**config.mk**
```make
export PLATFORM = sky130hd
export DESIGN_NAME = cdc_hs_rx_ctrl_flat
export DESIGN_NICKNAME = d
export VERILOG_FILES = /design/src/rtl/cdc_hs_pkg.sv /design/src/rtl/cdc_hs_rx_ctrl_if.sv /design/src/rtl/cdc_sync_bit.sv /design/src/rtl/cdc_hs_rx_ctrl.sv /design/src/flat_wrapper.sv
export SDC_FILE = /design/constraint.sdc
export NUM_CORES = 1
export LEC_CHECK = 0
export CORE_MARGIN = 4
export CORE_UTILIZATION = 29
export CTS_CLUSTER_SIZE = 16
export DETAILED_ROUTE_END_ITERATION = 8
export SYNTH_ARGS = -nofsm -noshare
export SYNTH_HDL_FRONTEND = slang
export SYNTH_SLANG_ARGS = --single-unit
```
**constraint.sdc**
```tcl
create_clock -name clk_in_b -period 1.6 [get_ports clk_in_b]
set_clock_uncertainty 0.05 [all_clocks]
set_input_delay 0.48 -clock clk_in_b [delete_from_list [all_inputs] [get_ports clk_in_b]]
set_output_delay 0.48 -clock clk_in_b [all_outputs]
set_load 0.01 [all_outputs]
```
**src/rtl/cdc_hs_pkg.sv**
```systemverilog
// Shared types and constants for the 4-phase req/ack CDC handshake controllers.
package cdc_hs_pkg;

  // Receive-side handshake state; encoding is fixed so debug probes stay stable.
  typedef enum logic [1:0] {
    HS_IDLE  = 2'd0,
    HS_VALID = 2'd1,
    HS_ACK   = 2'd2
  } hs_state_t;

  // Fewer than two flops gives no meaningful metastability settling time.
  localparam int unsigned HS_MIN_SYNC_STAGES = 2;

  // Clamp a requested synchronizer depth to the safe minimum.
  function automatic int unsigned hs_sync_stages(input int unsigned requested);
    return (requested < HS_MIN_SYNC_STAGES) ? HS_MIN_SYNC_STAGES : requested;
  endfunction

endpackage

```
**src/rtl/cdc_hs_rx_ctrl_if.sv**
```systemverilog
// Handshake bundle crossing into the B domain: the A-side req/data pair plus
// the B-side consumer valid/ready pair. The master side is whatever drives
// the request and consumes the word; the slave side is the rx controller.
interface cdc_hs_rx_ctrl_if #(
  parameter int unsigned DATA_WIDTH = 8
);
  logic                  req_a_i;
  logic [DATA_WIDTH-1:0] data_a_i;
  logic                  ack_b_o;
  logic [DATA_WIDTH-1:0] data_b_o;
  logic                  valid_b_o;
  logic                  ready_b_i;

  modport master (
    output req_a_i, data_a_i, ready_b_i,
    input  ack_b_o, data_b_o, valid_b_o
  );

  modport slave (
    input  req_a_i, data_a_i, ready_b_i,
    output ack_b_o, data_b_o, valid_b_o
  );
endinterface

```
**src/rtl/cdc_sync_bit.sv**
```systemverilog
// Single-bit multi-flop synchronizer with asynchronous clear. Used for the
// incoming req here and for the returning ack on the transmit side.
module cdc_sync_bit #(
  parameter int unsigned STAGES = 2
) (
  input  logic clk_in_b,
  input  logic arst_master,
  input  logic d_i,
  output logic q_o
);

  logic [STAGES-1:0] sync_q;

  // Shift the asynchronous input through the flop chain; bit 0 is the first stage.
  always_ff @(posedge clk_in_b or posedge arst_master) begin
    if (arst_master) begin
      sync_q <= '0;
    end else begin
      sync_q <= {sync_q[STAGES-2:0], d_i};
    end
  end

  assign q_o = sync_q[STAGES-1];

endmodule

```
**src/rtl/cdc_hs_rx_ctrl.sv**
```systemverilog
// Receive-side controller for a 4-phase req/ack handshake. The level request
// is synchronized, the sender-held data bus is captured exactly once, offered
// to the local consumer with valid/ready, and ack is returned to the sender.
module cdc_hs_rx_ctrl
  import cdc_hs_pkg::*;
#(
  parameter int unsigned DATA_WIDTH  = 8,
  parameter int unsigned SYNC_STAGES = 2,
  parameter int unsigned CNT_WIDTH   = 16
) (
  input  logic                 clk_in_b,
  input  logic                 arst_master,
  cdc_hs_rx_ctrl_if.slave      hs,
  output logic                 busy_b_o,
  output logic                 err_b_o,
  input  logic                 err_clr_i,
  output logic [CNT_WIDTH-1:0] xfer_cnt_o
);

  localparam int unsigned SYNC_EFF = hs_sync_stages(SYNC_STAGES);

  hs_state_t             state_q;
  logic                  req_sync;
  logic                  ack_q;
  logic                  valid_q;
  logic                  busy_q;
  logic                  err_q;
  logic [DATA_WIDTH-1:0] data_q;
  logic [CNT_WIDTH-1:0]  xfer_cnt_q;
  logic                  violation;

  cdc_sync_bit #(
    .STAGES(SYNC_EFF)
  ) u_req_sync (
    .clk_in_b   (clk_in_b),
    .arst_master(arst_master),
    .d_i        (hs.req_a_i),
    .q_o        (req_sync)
  );

  // The sender withdrew req before we acknowledged: the word was offered but
  // the sender no longer guarantees it held the bus for us.
  assign violation = (state_q == HS_VALID) && !req_sync;

  // Handshake FSM with all outputs registered; data_a_i is only read on IDLE->VALID.
  always_ff @(posedge clk_in_b or posedge arst_master) begin
    if (arst_master) begin
      state_q    <= HS_IDLE;
      ack_q      <= 1'b0;
      valid_q    <= 1'b0;
      busy_q     <= 1'b0;
      data_q     <= '0;
      xfer_cnt_q <= '0;
    end else begin
      case (state_q)
        HS_IDLE: begin
          if (req_sync) begin
            data_q  <= hs.data_a_i;
            valid_q <= 1'b1;
            busy_q  <= 1'b1;
            state_q <= HS_VALID;
          end
        end
        HS_VALID: begin
          if (hs.ready_b_i) begin
            valid_q    <= 1'b0;
            ack_q      <= 1'b1;
            xfer_cnt_q <= xfer_cnt_q + 1'b1;
            state_q    <= HS_ACK;
          end
        end
        HS_ACK: begin
          if (!req_sync) begin
            ack_q   <= 1'b0;
            busy_q  <= 1'b0;
            state_q <= HS_IDLE;
          end
        end
        default: begin
          ack_q   <= 1'b0;
          valid_q <= 1'b0;
          busy_q  <= 1'b0;
          state_q <= HS_IDLE;
        end
      endcase
    end
  end

  // Sticky error flag; a new violation in the same cycle as a clear keeps it set.
  always_ff @(posedge clk_in_b or posedge arst_master) begin
    if (arst_master) begin
      err_q <= 1'b0;
    end else begin
      err_q <= (err_q && !err_clr_i) || violation;
    end
  end

  assign hs.ack_b_o   = ack_q;
  assign hs.valid_b_o = valid_q;
  assign hs.data_b_o  = data_q;
  assign busy_b_o     = busy_q;
  assign err_b_o      = err_q;
  assign xfer_cnt_o   = xfer_cnt_q;

endmodule

```
**src/flat_wrapper.sv**
```systemverilog
// flat-port wrapper written by rule: the top's interface ports become plain ports
module cdc_hs_rx_ctrl_flat import cdc_hs_pkg::*;
#(
  parameter int unsigned DATA_WIDTH  = 8,
  parameter int unsigned SYNC_STAGES = 2,
  parameter int unsigned CNT_WIDTH   = 16
)
  (clk_in_b, arst_master, busy_b_o, err_b_o, err_clr_i, xfer_cnt_o, hs_req_a_i, hs_data_a_i, hs_ready_b_i, hs_ack_b_o, hs_data_b_o, hs_valid_b_o);
  cdc_hs_rx_ctrl_if #(.DATA_WIDTH(DATA_WIDTH)) hs_i ();
  input  logic clk_in_b;
  input  logic arst_master;
  output logic busy_b_o;
  output logic err_b_o;
  input  logic err_clr_i;
  output logic [CNT_WIDTH-1:0] xfer_cnt_o;
  input wire logic [$bits(hs_i.req_a_i)-1:0] hs_req_a_i;
  input wire logic [$bits(hs_i.data_a_i)-1:0] hs_data_a_i;
  input wire logic [$bits(hs_i.ready_b_i)-1:0] hs_ready_b_i;
  output wire logic [$bits(hs_i.ack_b_o)-1:0] hs_ack_b_o;
  output wire logic [$bits(hs_i.data_b_o)-1:0] hs_data_b_o;
  output wire logic [$bits(hs_i.valid_b_o)-1:0] hs_valid_b_o;
  assign hs_i.req_a_i = hs_req_a_i;
  assign hs_i.data_a_i = hs_data_a_i;
  assign hs_i.ready_b_i = hs_ready_b_i;
  assign hs_ack_b_o = hs_i.ack_b_o;
  assign hs_data_b_o = hs_i.data_b_o;
  assign hs_valid_b_o = hs_i.valid_b_o;
  cdc_hs_rx_ctrl #(.DATA_WIDTH(DATA_WIDTH), .SYNC_STAGES(SYNC_STAGES), .CNT_WIDTH(CNT_WIDTH)) u_core (.clk_in_b(clk_in_b), .arst_master(arst_master), .hs(hs_i), .busy_b_o(busy_b_o), .err_b_o(err_b_o), .err_clr_i(err_clr_i), .xfer_cnt_o(xfer_cnt_o));
endmodule
```
# Word level (Yosys, flattened, before mapping)
# Index checks and enable logic that the tools add are counted.
[totals] regBits=32 out_inout_bits=28 wordCells=40
[classes] n_eq_ne=5 addsub=1 reduce_logical=12 muxes=11 bitwise=3
[op_table] operator="16-bit by 1-bit adder with 16-bit output, second input constant" count=1
[op_table] operator="3-bit AND reduction" count=4
[op_table] operator="1-bit case mux with 3 select lines" count=3
[op_table] operator="2-bit 2-to-1 mux" count=3
[op_table] operator="2-bit inequality test, second input constant" count=3
[op_table] operator="2-bit case mux with 3 select lines" count=1
[op_table] operator="1-bit 2-to-1 mux" count=4
[op_table] operator="2-bit AND reduction" count=2
[op_table] operator="1-bit inverter" count=3
[op_table] operator="2-bit by 1-bit == test with 1-bit output, second input constant" count=1
[op_table] operator="2-bit == test, second input constant" count=1
[op_table] operator="1-bit logical AND" count=2
[op_table] operator="1-bit logical NOT" count=2
[op_table] operator="2-bit logical NOT" count=1
[op_table] operator="1-bit logical OR" count=1

# Longest topological paths before layout
[logic_depth] depth_word=3 mapped_depth=5 mapped_depth_nobuf=5

# Hierarchy
# Synthesis repeated with hierarchy kept, for this count alone.
[unflattened] hier_cells=106 hier_area_um2=1330.0
[by_module_without_submodules] module="cdc_hs_rx_ctrl" cells_each=103 area_each_um2=1276.2 instances=1
[by_module_without_submodules] module="cdc_sync_bit" cells_each=3 area_each_um2=53.8 instances=1

# Worst setup path before layout
# No wires, ideal clock.
[synth_timing] path_type="register to register" startpoint="reg u_core.state_q[1]" endpoint="reg u_core.xfer_cnt_q[9] (netlist: u_core.xfer_cnt_o[9])" setup_time_ns=0.079 setup_slack_ns=0.120 stages_incl_launch_ff=6 arrival_time_ns=1.351 t_required_ns=1.471 synth_period_minus_slack_ns=1.480 path_buffers=1 path_cell_list="dfrtp_1 -> buf_6 -> nand3b_4 -> nor4_4 -> and3_1 -> xor2_1"
[synth_via] elab_chain_len=2
[synth_rtl] element="from (decl)" line_no="cdc_hs_rx_ctrl.sv:22" rtl="hs_state_t state_q;"
[synth_rtl] element="from (signal assigned)" line_no="cdc_hs_rx_ctrl.sv:48" rtl="state_q <= HS_IDLE;"
[synth_rtl] element="from (signal assigned)" line_no="cdc_hs_rx_ctrl.sv:61" rtl="state_q <= HS_VALID;"
[synth_rtl] element="from (signal assigned)" line_no="cdc_hs_rx_ctrl.sv:69" rtl="state_q <= HS_ACK;"
[synth_rtl] element="2-bit by 1-bit == test with 1-bit output" line_no="cdc_hs_rx_ctrl.sv:55" rtl="case (state_q)"
[synth_rtl] element="2-bit AND reduction (no line)"
[synth_rtl] element="to (signal assigned)" line_no="cdc_hs_rx_ctrl.sv:68" rtl="xfer_cnt_q <= xfer_cnt_q + 1'b1;"
[synth_rtl] element="to (decl)" line_no="cdc_hs_rx_ctrl.sv:29" rtl="logic [CNT_WIDTH-1:0] xfer_cnt_q;"
# No other way between the ends.
# A chain may end at the register's enable or synchronous reset.

# Worst setup path after layout
[layout_timing] startpoint="reg u_core.xfer_cnt_q[3] (netlist: u_core.xfer_cnt_o[3])" endpoint="out xfer_cnt_o[3]"
[layout_rtl] element="to (decl)" line_no="flat_wrapper.sv:15" rtl="output logic [CNT_WIDTH-1:0] xfer_cnt_o;"
# No word-level cell between the ends.

==> flow_metrics.tcl <==
set metrics [dict create \
    drt_iter0_drc 25 \
    gp_congestion 0.772 \
    route.vias.total 979 \
    ys_seq_area_share_pct 60.5 \
    grt_pass1_wl_um 4700 \
    wl_per_cell_um 12.3 \
    syn_nets 117 \
    grt_pass1_vias 1078 \
    netlist_instances 103 \
    critPathLaunch "u_core.xfer_cnt_o[3]$_DFFE_PP0P_" \
    io_pins 41 \
    critPathMaxFanout 4 \
    path_cells "dlygate4sd2_1" \
    gr-usage-met2_pct 17.8 \
    comb_power_share_pct 34.8 \
    crit_path_end_kind "output pin" \
    tritoncts "done" \
    cp.arrival_ns 0.99 \
    syn_area_per_cell_um2 12.8 \
    clock.fmax_mhz 656 \
    grtUsageMet1_pct 12.7 \
    drc 0 \
    cpMaxStageDelayCell "dfrtp_1" \
    crit_path_max_incr_delay_ns 0.42 \
    hpwl_um 2030 \
    cts_max_level 2 \
    nNetsFinal 178 \
    die_w_um 75.5 \
    crit_path_start_kind "flop" \
    grt.busiest_layer "met2" \
    slew_viol_final 0 \
    fin_crit_ns 1.52 \
    grt_antenna_before_repair 0 \
    diodes 0 \
    finalCritPeriodShare_pct 95.3 \
    core-area_um2 4380 \
    cts_num_sinks 32 \
    yosysWarnings 0 \
    powerDensity_nw_per_um2 1510 \
    area.growth.synth_to_final_pct 50.7 \
    synth-seq-cells 32 \
    rsz0062_at_grt "yes" \
    cp.required_ns 1.07 \
    start_util_pct 30.2 \
    relSlewSlack_pct 78.0 \
    holdCritPathClass "flop to flop" \
    numPortBuffers 40 \
    insertion_delay_ns 0.28 \
    clock_path_buffers 2 \
    synthTopCellsByArea "dfrtp_1 (61%), mux2_2 (6.8%), xnor2_1 (6.6%)" \
    drt_wl_total_um 2670 \
    clkTransAtPathRegs_ns 0.07 \
    postPlaceCellArea_um2 1860 \
    tightestPinTransition_ns 0.328 \
    worst-path-buf-inv 1 \
    syn_area_um2 1320 \
    drt-pass1-iter-count 4 \
    hold_path_startpoint "u_core.u_req_sync.sync_q[0]$_DFF_PP0_" \
    critPathTopFamily "flip-flops" \
    fin_tns_setup_ns 0 \
    r2r_start "u_core.state_q[0]$_DFFE_PP0P_" \
    peakVddDrop_mv 0.785 \
    status "completed" \
    die_area_um2 5700 \
    cts_hold_buffers 0 \
    root_buffer "clkbuf_8" \
    ant_nets 0 \
    grtUsageMet3_pct 4.75 \
    drive_above_1_share_pct 22.4 \
    leakage_nw 1.01 \
    setup_viol 0 \
    grt_usage_pct 11.1 \
    dieHeight_um 75.5 \
    ys_types 25 \
    via_per_inst 4.51 \
    row_count 24 \
    drv_cap 0 \
    seq_power_share_pct 40.0 \
    switching_share_pct 31.0 \
    fillCellCount 420 \
    grt_start_max_net_pins 33 \
    internal-power_mw 2.08 \
    grt-ovfl-total 0 \
    p_switching_uw 933 \
    pwr-share-clk_pct 25.2 \
    cts_made_buffers 5 \
    yosysTopAreaCell "dfrtp_1" \
    worst-setup-path-type "flop to output pin" \
    post-synth-top-area-fraction_pct 60.5 \
    final_hold_viol_count 0 \
    final_cell_area_um2 1990 \
]
## what timing repair did
item,in CTS,in global routing
setup endpoints to repair,36,8
setup buffers,5,0
resized for setup,30,2
pin swaps,2,2
## flip-flops by register name, indices dropped and copies added, names as in the netlist
signal and count:
u_core.busy_b_o 1, u_core.err_b_o 1, u_core.hs.ack_b_o 1, u_core.hs.data_b_o 8
u_core.hs.valid_b_o 1, u_core.state_q 2, u_core.u_req_sync.sync_q 2, u_core.xfer_cnt_o 16
## synthesized netlist by cell type
library cell / count
a21oi_1: 3
and2b_1: 1
and3_1: 4
and4_1: 2
buf_6: 1
dfrtp_1: 32
ha_1: 1
inv_1: 5
maj3_1: 1
mux2_2: 8
nand2_1: 11
nand3_1: 5
nand3b_4: 1
nand4_1: 1
nor2_1: 3
nor2_2: 1
nor3_2: 1
nor4_4: 1
o21ai_0: 2
o2bb2ai_1: 1
o32ai_1: 1
or2_1: 1
or2b_1: 1
xnor2_1: 10
xor2_1: 5
## routing by layer
metal | share of wire [%] | up-vias
li1 | - | 466
met1 | 41 | 473
met2 | 49 | 33
met3 | 8.0 | 7
met4 | 1.9 | 0
met5 | 0 | -
## power groups by stage
stage               Combinational [mW]  Clock [mW]  Sequential, mW
finish                            1.05       0.758            1.20
global route                      1.15       0.817            1.24
CTS                               1.06       0.786            1.20
detailed placement                1.10           0            1.26
global placement                  1.09           0            1.25
floorplan                        0.437           0            1.33
## logic make-up after synthesis
family | count (synthesis) | synth area share [%]
buffers and inverters | 6 | 2.27
xor gates and xnor gates | 15 | 9.93
adders and majority gates | 2 | 1.70
and+or+nand+nor | 33 | 15.5
DFF | 32 | 60.5
AOI/OAI and AO/OA | 7 | 3.22
muxes | 8 | 6.81
## metrics by stage
stage          hold WS (ns)  util [%]  power (mW)  setup slack, ns  std cells
4_1_cts               0.301      45.2        3.05          0.00830        217
3_3_place_gp          0.284      42.5        2.34           -0.369        204
2_1_floorplan         0.281         -        1.77            0.120        103
5_1_grt               0.316      45.5        3.21         -0.00953        217
6_report              0.300      45.5        3.01           0.0758        217
3_5_place_dp          0.285      42.5        2.36           -0.410        204
## area by class of cell
class / count / area [µm²] / area share [%]
clock inverters: 3 / 42.5 / 2.13
inverters: 5 / 18.8 / 0.942
multi-input cells: 65 / 508 / 25.5
clock buffers: 5 / 68.8 / 3.45
well taps: 52 / 65.1 / 3.26
flip-flops and latches: 32 / 801 / 40.2
repair buffers: 55 / 489 / 24.5
## final timing paths
path,endpoint,slack (ns),depth (start not counted)
setup / recovery,xfer_cnt_o[3],0.08,1
hold / removal,u_core.u_req_sync.sync_q[1]$_DFF_PP0_,0.30,0
setup reg to reg,u_core.xfer_cnt_o[9]$_DFFE_PP0P_,0.11,4
hold reg to reg,u_core.u_req_sync.sync_q[1]$_DFF_PP0_,0.30,0
max in group asynchronous,u_core.xfer_cnt_o[14]$_DFFE_PP0P_,0.84,3
min in group asynchronous,u_core.xfer_cnt_o[7]$_DFFE_PP0P_,0.49,3
## placed cells by master (no fill, tap or decap), drive strengths merged, types with 8 or more instances in the layout
| cell | Yosys | layout |
|---|---|---|
| dfrtp | 32 | 32 |
| dlygate4sd2 | 0 | 29 |
| buf | 1 | 15 |
| nand2 | 11 | 11 |
| clkdlybuf4s50 | 0 | 11 |
| xnor2 | 10 | 10 |
| mux2 | 8 | 8 |
(Power assumes the default switching activity.)
